[src/rtl/dice_pkg.sv]
// Shared definitions for the dice roller: state encoding, face range, face wrap helper.
package dice_pkg;

   localparam int unsigned FACE_W = 3;
   localparam int unsigned VALUE_W = 4;

   typedef enum logic [1:0] {
      IDLE = 2'd0,
      HOLD = 2'd1,
      SPIN = 2'd2
   } state_e;

   localparam logic [FACE_W-1:0] FACE_MIN = FACE_W'(1);
   localparam logic [FACE_W-1:0] FACE_MAX = FACE_W'(6);

   // Next face value with 6 -> 1 wrap; anything out of range also returns to 1.
   function automatic logic [FACE_W-1:0] face_next(input logic [FACE_W-1:0] v);
      return (v >= FACE_MAX || v < FACE_MIN) ? FACE_MIN : FACE_W'(v + FACE_W'(1));
   endfunction

endpackage

[src/rtl/btn_debounce.sv]
// Push-button conditioner: 2-FF synchroniser, stability counter, press/release strobes.
module btn_debounce #(
   parameter int unsigned DEBOUNCE_CYCLES = 500000
) (
   input  logic clk,
   input  logic rst,
   input  logic key_n,
   output logic level,
   output logic press,
   output logic release_stb
);

   localparam int unsigned CNT_W = (DEBOUNCE_CYCLES > 1) ? $clog2(DEBOUNCE_CYCLES) : 1;
   localparam logic [CNT_W-1:0] CNT_LAST =
      (DEBOUNCE_CYCLES > 1) ? CNT_W'(DEBOUNCE_CYCLES - 1) : '0;

   logic [1:0]       sync_q, sync_d;
   logic             level_q, level_d;
   logic [CNT_W-1:0] cnt_q, cnt_d;
   logic             press_q, press_d;
   logic             rel_q, rel_d;
   logic             key_lvl_c;

   // Synchronise, then toggle the accepted level after a full run of disagreement.
   always_comb begin
      sync_d    = {sync_q[0], key_n};
      key_lvl_c = ~sync_q[1];
      level_d   = level_q;
      cnt_d     = '0;
      press_d   = 1'b0;
      rel_d     = 1'b0;
      if (key_lvl_c != level_q) begin
         if (cnt_q == CNT_LAST) begin
            level_d = key_lvl_c;
            press_d = key_lvl_c;
            rel_d   = ~key_lvl_c;
         end else begin
            cnt_d = CNT_W'(cnt_q + CNT_W'(1));
         end
      end
   end

   // Register stage; synchroniser resets to the released (high) key level.
   always_ff @(posedge clk) begin
      if (rst) begin
         sync_q  <= 2'b11;
         level_q <= 1'b0;
         cnt_q   <= '0;
         press_q <= 1'b0;
         rel_q   <= 1'b0;
      end else begin
         sync_q  <= sync_d;
         level_q <= level_d;
         cnt_q   <= cnt_d;
         press_q <= press_d;
         rel_q   <= rel_d;
      end
   end

   assign level       = level_q;
   assign press       = press_q;
   assign release_stb = rel_q;

endmodule

[src/rtl/dice_roller.sv]
// Push-button die: debounced key, free-running face counter, animated hold/spin, registered result.
module dice_roller
   import dice_pkg::*;
#(
   parameter int unsigned DEBOUNCE_CYCLES = 500000,
   parameter int unsigned TICK_CYCLES     = 2500000,
   parameter int unsigned SPIN_STEPS      = 12
) (
   input  logic               clk,
   input  logic               rst,
   input  logic               key_n,
   input  logic               enable,
   output logic [VALUE_W-1:0] value,
   output logic               busy,
   output logic               done
);

   localparam int unsigned SPIN_EFF = (SPIN_STEPS == 0) ? 1 : SPIN_STEPS;
   localparam int unsigned SPIN_W   = $clog2(SPIN_EFF + 1);
   localparam int unsigned TICK_W   = (TICK_CYCLES > 1) ? $clog2(TICK_CYCLES) : 1;
   localparam logic [TICK_W-1:0] TICK_LAST =
      (TICK_CYCLES > 1) ? TICK_W'(TICK_CYCLES - 1) : '0;
   localparam logic [SPIN_W-1:0] SPIN_INIT = SPIN_W'(SPIN_EFF);

   logic                key_level, press, release_stb;
   logic                hold_end_c, tick_c;
   state_e              state_q, state_d;
   logic [FACE_W-1:0]   face_q, face_d;
   logic [TICK_W-1:0]   tick_q, tick_d;
   logic [VALUE_W-1:0]  value_q, value_d;
   logic                busy_q, busy_d;
   logic                done_q, done_d;
   logic [FACE_W-1:0]   result_q, result_d;
   logic [SPIN_W-1:0]   spin_q, spin_d;

   btn_debounce #(.DEBOUNCE_CYCLES(DEBOUNCE_CYCLES)) u_deb (
      .clk         (clk),
      .rst         (rst),
      .key_n       (key_n),
      .level       (key_level),
      .press       (press),
      .release_stb (release_stb)
   );

   // Hold ends on the release strobe; the debounced level drops in that same cycle.
   assign hold_end_c = release_stb | ~key_level;

   // Face counter and animation tick; tick restarts its phase on HOLD entry only.
   always_comb begin
      face_d = face_next(face_q);
      tick_c = (tick_q == TICK_LAST);
      tick_d = tick_c ? '0 : TICK_W'(tick_q + TICK_W'(1));
      if (state_q == IDLE && state_d == HOLD) begin
         tick_d = '0;
      end
   end

   // State register.
   always_ff @(posedge clk) begin
      if (rst) begin
         state_q <= IDLE;
      end else begin
         state_q <= state_d;
      end
   end

   // Next-state logic.
   always_comb begin
      state_d = state_q;
      unique case (state_q)
         IDLE:    if (press && enable) state_d = HOLD;
         HOLD:    if (hold_end_c) state_d = SPIN;
         SPIN:    if (tick_c && spin_q == SPIN_W'(1)) state_d = IDLE;
         default: state_d = IDLE;
      endcase
   end

   // Output and datapath next values.
   always_comb begin
      value_d  = value_q;
      done_d   = 1'b0;
      result_d = result_q;
      spin_d   = spin_q;
      busy_d   = (state_d == HOLD) || (state_d == SPIN);
      unique case (state_q)
         IDLE: begin
            if (press && enable) value_d = VALUE_W'(FACE_MIN);
         end
         HOLD: begin
            if (tick_c) value_d = {1'b0, face_next(value_q[FACE_W-1:0])};
            if (hold_end_c) begin
               result_d = face_q;
               spin_d   = SPIN_INIT;
            end
         end
         SPIN: begin
            if (tick_c) begin
               if (spin_q == SPIN_W'(1)) begin
                  value_d = {1'b0, result_q};
                  done_d  = 1'b1;
               end else begin
                  value_d = {1'b0, face_next(value_q[FACE_W-1:0])};
               end
               spin_d = SPIN_W'(spin_q - SPIN_W'(1));
            end
         end
         default: ;
      endcase
   end

   // Datapath and output registers.
   always_ff @(posedge clk) begin
      if (rst) begin
         face_q   <= FACE_MIN;
         tick_q   <= '0;
         value_q  <= '0;
         busy_q   <= 1'b0;
         done_q   <= 1'b0;
         result_q <= '0;
         spin_q   <= '0;
      end else begin
         face_q   <= face_d;
         tick_q   <= tick_d;
         value_q  <= value_d;
         busy_q   <= busy_d;
         done_q   <= done_d;
         result_q <= result_d;
         spin_q   <= spin_d;
      end
   end

   assign value = value_q;
   assign busy  = busy_q;
   assign done  = done_q;

endmodule

[config.mk]
export PLATFORM = sky130hd
export DESIGN_NAME = dice_roller
export DESIGN_NICKNAME = d
export VERILOG_FILES = /design/src/rtl/dice_pkg.sv /design/src/rtl/btn_debounce.sv /design/src/rtl/dice_roller.sv
export SDC_FILE = /design/constraint.sdc
export NUM_CORES = 1
export LEC_CHECK = 0
export BUFFER_PORTS_ARGS = -buffer_cell sky130_fd_sc_hd__buf_2
export CAP_MARGIN = 20
export CORE_MARGIN = 10
export CORE_UTILIZATION = 25
export DETAILED_ROUTE_END_ITERATION = 6
export PLACE_DENSITY = 0.36
export SYNTH_ARGS = -nofsm -noshare
export SYNTH_HDL_FRONTEND = slang
export SYNTH_SLANG_ARGS = --single-unit
[constraint.sdc]
create_clock -name clk -period 4.3 [get_ports clk]
set_input_delay 0.43 -clock clk [delete_from_list [all_inputs] [get_ports clk]]
set_output_delay 0.43 -clock clk [all_outputs]
set_load 0.05 [all_outputs]
Yosys cells after proc, flatten, opt, wreduce, memory -nomap -nowiden:

Cells that the tools add are included.

* register bits: 64
* bits of input ports: 4
* output and inout port bits: 6
* word-level logic and storage cells: 73

* add/subtract/negate cells: 5
* order comparisons: 4
* equal/unequal tests: 12
* mux-type cells: 14
* bitwise logic cells: 7
* reduce and logical (&&, ||, !) cells: 18

Operators by type and width (number)
* 22-bit by 1-bit adder with 22-bit output, second input constant: 1
* 22-bit == test, second input constant: 1
* 4-bit 2-to-1 mux: 5
* 19-bit by 1-bit adder with 19-bit output, second input constant: 1
* 19-bit == test, second input constant: 1
* 4-bit case mux with 3 select lines: 1
* 3-bit OR reduction: 4
* 4-bit case mux with 2 select lines: 1
* 3-bit by 1-bit adder with 3-bit output, second input constant: 2
* 3-bit greater-or-equal comparator, second input constant: 2
* 3-bit by 1-bit less-than comparator with 1-bit output, second input constant: 2
* 2-bit 2-to-1 mux: 3
* 3-bit 2-to-1 mux: 2
* 2-bit != test, second input constant: 3
* 1-bit inverter: 6
* 2-bit case mux with 3 select lines: 1
* 2-bit by 1-bit == test with 1-bit output, second input constant: 2
* 2-bit == test, second input constant: 2
* 4-bit by 1-bit == test with 1-bit output, second input constant: 1
* 2-bit AND reduction: 2
* 4-bit AND reduction: 1
* 4-bit by 1-bit subtractor with 4-bit output, second input constant: 1
* 1-bit logical AND: 3
* 1-bit logical OR: 3
* 9 further kinds: 9

Depth between registers and ports, before layout:

* word-level depth: 7
* gate-level depth with buffers: 11
* gate-level depth less buffers: 9

Modules after synthesis:

Synthesis repeated with hierarchy kept, for this count alone.

* cells, all modules: 360
* area, all modules: 3144.3 um^2

Modules (own cells, without submodules)
* dice_roller: times used 1, cells each 243, area each 2057.0 um^2, sequential area each 780.7 um^2
* btn_debounce: times used 1, cells each 117, area each 1087.3 um^2, sequential area each 480.5 um^2

Worst setup path before layout:

Ideal clock, no wire load.

* kind: reg2reg
* from: register spin_q[1]
* to: register tick_q[7]
* library setup time: 64 ps
* arrival: 2245 ps
* required time: 4236 ps
* path slack: 1991 ps
* cell stages (with the launch flop): 12
* buffers on the path: 2
* period minus slack after synthesis: 2309 ps
* cell sequence: dfxtp_1 inv_1 ha_1 or3b_1 buf_4 o31ai_2 and3b_1 nor3_1 ha_1 a211o_4 buf_6 nor2_1

* word-level cells in the longest chain between the ends: 7

RTL lines
* from (decl): RTL line dice_roller.sv:34 `logic [SPIN_W-1:0] spin_q, spin_d;`
* from (signal assigned): RTL line dice_roller.sv:128 `spin_q <= spin_d;`
* 4-bit by 1-bit == test with 1-bit output: RTL line dice_roller.sv:73 `SPIN: if (tick_c && spin_q == SPIN_W'(1)) state_d = IDLE;`
* 1-bit logical AND: RTL line dice_roller.sv:73
* 2-bit 2-to-1 mux: RTL line dice_roller.sv:73
* 2-bit case mux with 3 select lines: RTL line dice_roller.sv:70 `unique case (state_q)`
* via state_d[0]: RTL line dice_roller.sv:27 `state_e state_q, state_d;`
* 2-bit by 1-bit == test with 1-bit output: RTL line dice_roller.sv:53 `if (state_q == IDLE && state_d == HOLD) begin`
* 1-bit logical AND: RTL line dice_roller.sv:53
* 3-bit OR reduction (no line)
* to (signal assigned): RTL line dice_roller.sv:123 `tick_q <= tick_d;`
* to (decl): RTL line dice_roller.sv:29 `logic [TICK_W-1:0] tick_q, tick_d;`

The timed path passes the listed nets, and every way through them passes these cells.
A chain may end at the register's enable or synchronous reset.

Final worst setup path:

* from: register spin_q[0]
* to: register tick_q[2]

The elaborated chain is that of the path after synthesis.

==> impl_metrics.toml <==
[grt]
antenna_found_initial = 0
grt.total_usage_pct = 8.19
grt_pass1_vias = 2318
grt_max_degree = 28
overflow = 0
grt_pass1_wl_um = 11500

[routing]
wirelength_um = 6590
dr.first_iter.drc_count = 94
vias = 2358
drcViolationCount = 0
ant_nets = 0
post_drt_wl_per_cell_um = 12.5
drt-vias-per-instance = 4.47
firstDrtPassIters = 4

[floorplan]
core_area_um2 = 12100
num_rows = 40
die_height_um = 132
ios = 10
die_w_um = 132
die-area_um2 = 17300
start_util_pct = 25.7

[synthesis]
yosysTopAreaCell = "dfxtp_1"
syn_area_per_cell_um2 = 8.96
synth_top_area_share_pct = 40.6
syn_inst = 347
synth_warnings = 0
synth_area_leaders = "dfxtp_1, xor2_1, nor2_1, ha_1, nand3_1"
ys_ff_latch = 63
syn_nets = 363
synth_area_um2 = 3110
synth.cells.most_frequent = "dfxtp_1, nor2_1, nand2_1"
synth.yosys.seq_area_share_pct = 40.6
synth.most_common_cell = "dfxtp_1"
synth_edf_count = 0
synthFlopType = "dfxtp_1"
synth_cell_types = 64
async_flop_share_pct = 0

[clock_network]
htreeDepth = 3
clkTransAtPathRegs_ns = 0.05
cts_tree = "built"
postCtsSetupBuffers = 0
cts_resized = 0
cts_root_buffer = "clkbuf_16"
numCtsBuffers = 9
clockBufferDepth = 2
clkSinkCount = 63
hold_buffers = 0
clk_latency_ns = 0.33

[setup_path]
crit_path_end_kind = "flop"
worstPathCellList = "ha_1, or3b_1, o31ai_2, and3b_1, nor3_1, ha_1, a211o_4, nor2_1"
cp.arrival_ns = 2.78
start_kind = "flop"
worstSetupPathType = "flop to flop"
crit_family = "simple AND/OR/NAND/NOR gates"
crit_top_cell = "ha_1"
rrSetupSlack_ns = 1.79
max_stage_delay_ns = 0.49
cp.required_ns = 4.57
crit_buf_inv = 0
path_max_fanout = 22
slowest_stage = "or3b_1"

[placement]
place_inst = 512
dp_hpwl_um = 4500
globalplace.congestion = 0.717
io_buffers = 8

[sta]
tns_ns = 0
fin_crit_sh_pct = 58.4
finalSetupViolations = 0
fin_crit_ns = 2.51
fmax_mhz = 398
grt_setup_unrepaired = "false"
tightest_slew_ns = 0.655
clock_skew_ns = 0.00847
drv_slew = 0
finalHoldViolations = 0
maxSlewHeadroom_pct = 56.3

[job]
drv_cap = 0

[layout]
area_growth_pct = 15.7
finalNonFillerCells = 528
drive_gt1_share_pct = 12.8
nNetsFinal = 371
fin_util_pct = 29.7
diodes = 0

[power_and_ir_drop]
powerDensity_nw_per_um2 = 384
peakVddDrop_mv = 0.197
leakage_nw = 1.27

[worst_hold_path]
hold_path.class = "input pin to flop"

[run_status]
status = "finished clean"
[logic make-up after synthesis]
kind of cell / share of synthesized area, %
AND/OR/NAND/NOR: 29.7
multiplexers: 0.684
adder cells (fa/ha/maj): 4.83
flip-flops: 40.6
buffers and inverters: 3.58
other: 0.121
AO/OA/AOI/OAI: 10.1
XOR/XNOR: 10.4
[final timing paths]
check                  startpoint         endpoint  depth (start not counted)
setup / recovery        spin_q[0]        tick_q[2]                          8
hold reg to reg   u_deb.sync_q[0]  u_deb.sync_q[1]                          1
setup reg to reg        spin_q[0]        tick_q[2]                          8
hold / removal              key_n  u_deb.sync_q[0]                          2
[routing by layer]
metal | wire, um | part of all wire, % | vias to the layer above | GRT usage (%)
li1 | - | - | 1232 | -
met1 | 3270 | 50 | 1091 | 9.93
met2 | 2940 | 45 | 23 | 12.5
met3 | 243 | 3.7 | 12 | 3.13
met4 | 134 | 2.0 | 0 | 3.89
met5 | 0 | 0 | - | 0
[stage by stage]
step                      setup slack (ns)  power [mW]  cell area, um2  hold slack, ns
after detailed placement              1.79       0.646            3290           0.400
after floorplan                       1.99       0.640            3110           0.389
after global routing                  1.58        1.44            3600           0.299
final                                 1.79        1.38            3600           0.301
after global placement                1.82       0.646            3290           0.407
after CTS                             1.77        1.41            3600           0.284
[placed cells by master (no fill, tap or decap), drive strengths merged, types with 2 or more instances in the layout]
master and n:
nand3 22, nand3b 2, a211o 4, nor3 7, nor4 9, nor4b 2, and2 5, nand2b 5
ha 12, or3 2, a31oi 2, and3 7, buf 8, xor2 25, a21boi 2, nand4 11
clkbuf 13, inv 10, or2 2, o211ai 3, and4 5, o21ai 3, nor2 58, xnor2 12
a21oi 11, nor2b 2, o21bai 2, nand2 28, dfxtp 63, clkinv 2
[cell type report]
cell class,instances,area [um2]
fill,1330,8520
multi-input combinational,263,1740
sequential,63,1260
clock buffer,13,270
tap,168,210
clock inverter,3,40.0
timing repair buffer,8,40.0
inverter,10,37.5
[power breakdown]
| part | total, mW | internal, mW | switching (mW) |
|---|---|---|---|
| clock network | 0.749 | 0.494 | 0.255 |
| registers | 0.600 | 0.592 | 0.00839 |
| logic | 0.0328 | 0.0128 | 0.0200 |
[state kept, by name, summed over array words and instances, names as in the netlist]
| signal | cells |
|---|---|
| value | 3 |
| busy | 1 |
| u_deb.release_stb | 1 |
| u_deb.cnt_q | 19 |
| u_deb.level | 1 |
| face_q | 3 |
| state_q | 2 |
| u_deb.press | 1 |
| done | 1 |
| u_deb.sync_q | 2 |
| result_q | 3 |
| tick_q | 22 |
| spin_q | 4 |
Note: power is estimated with default switching activity, not from simulation.
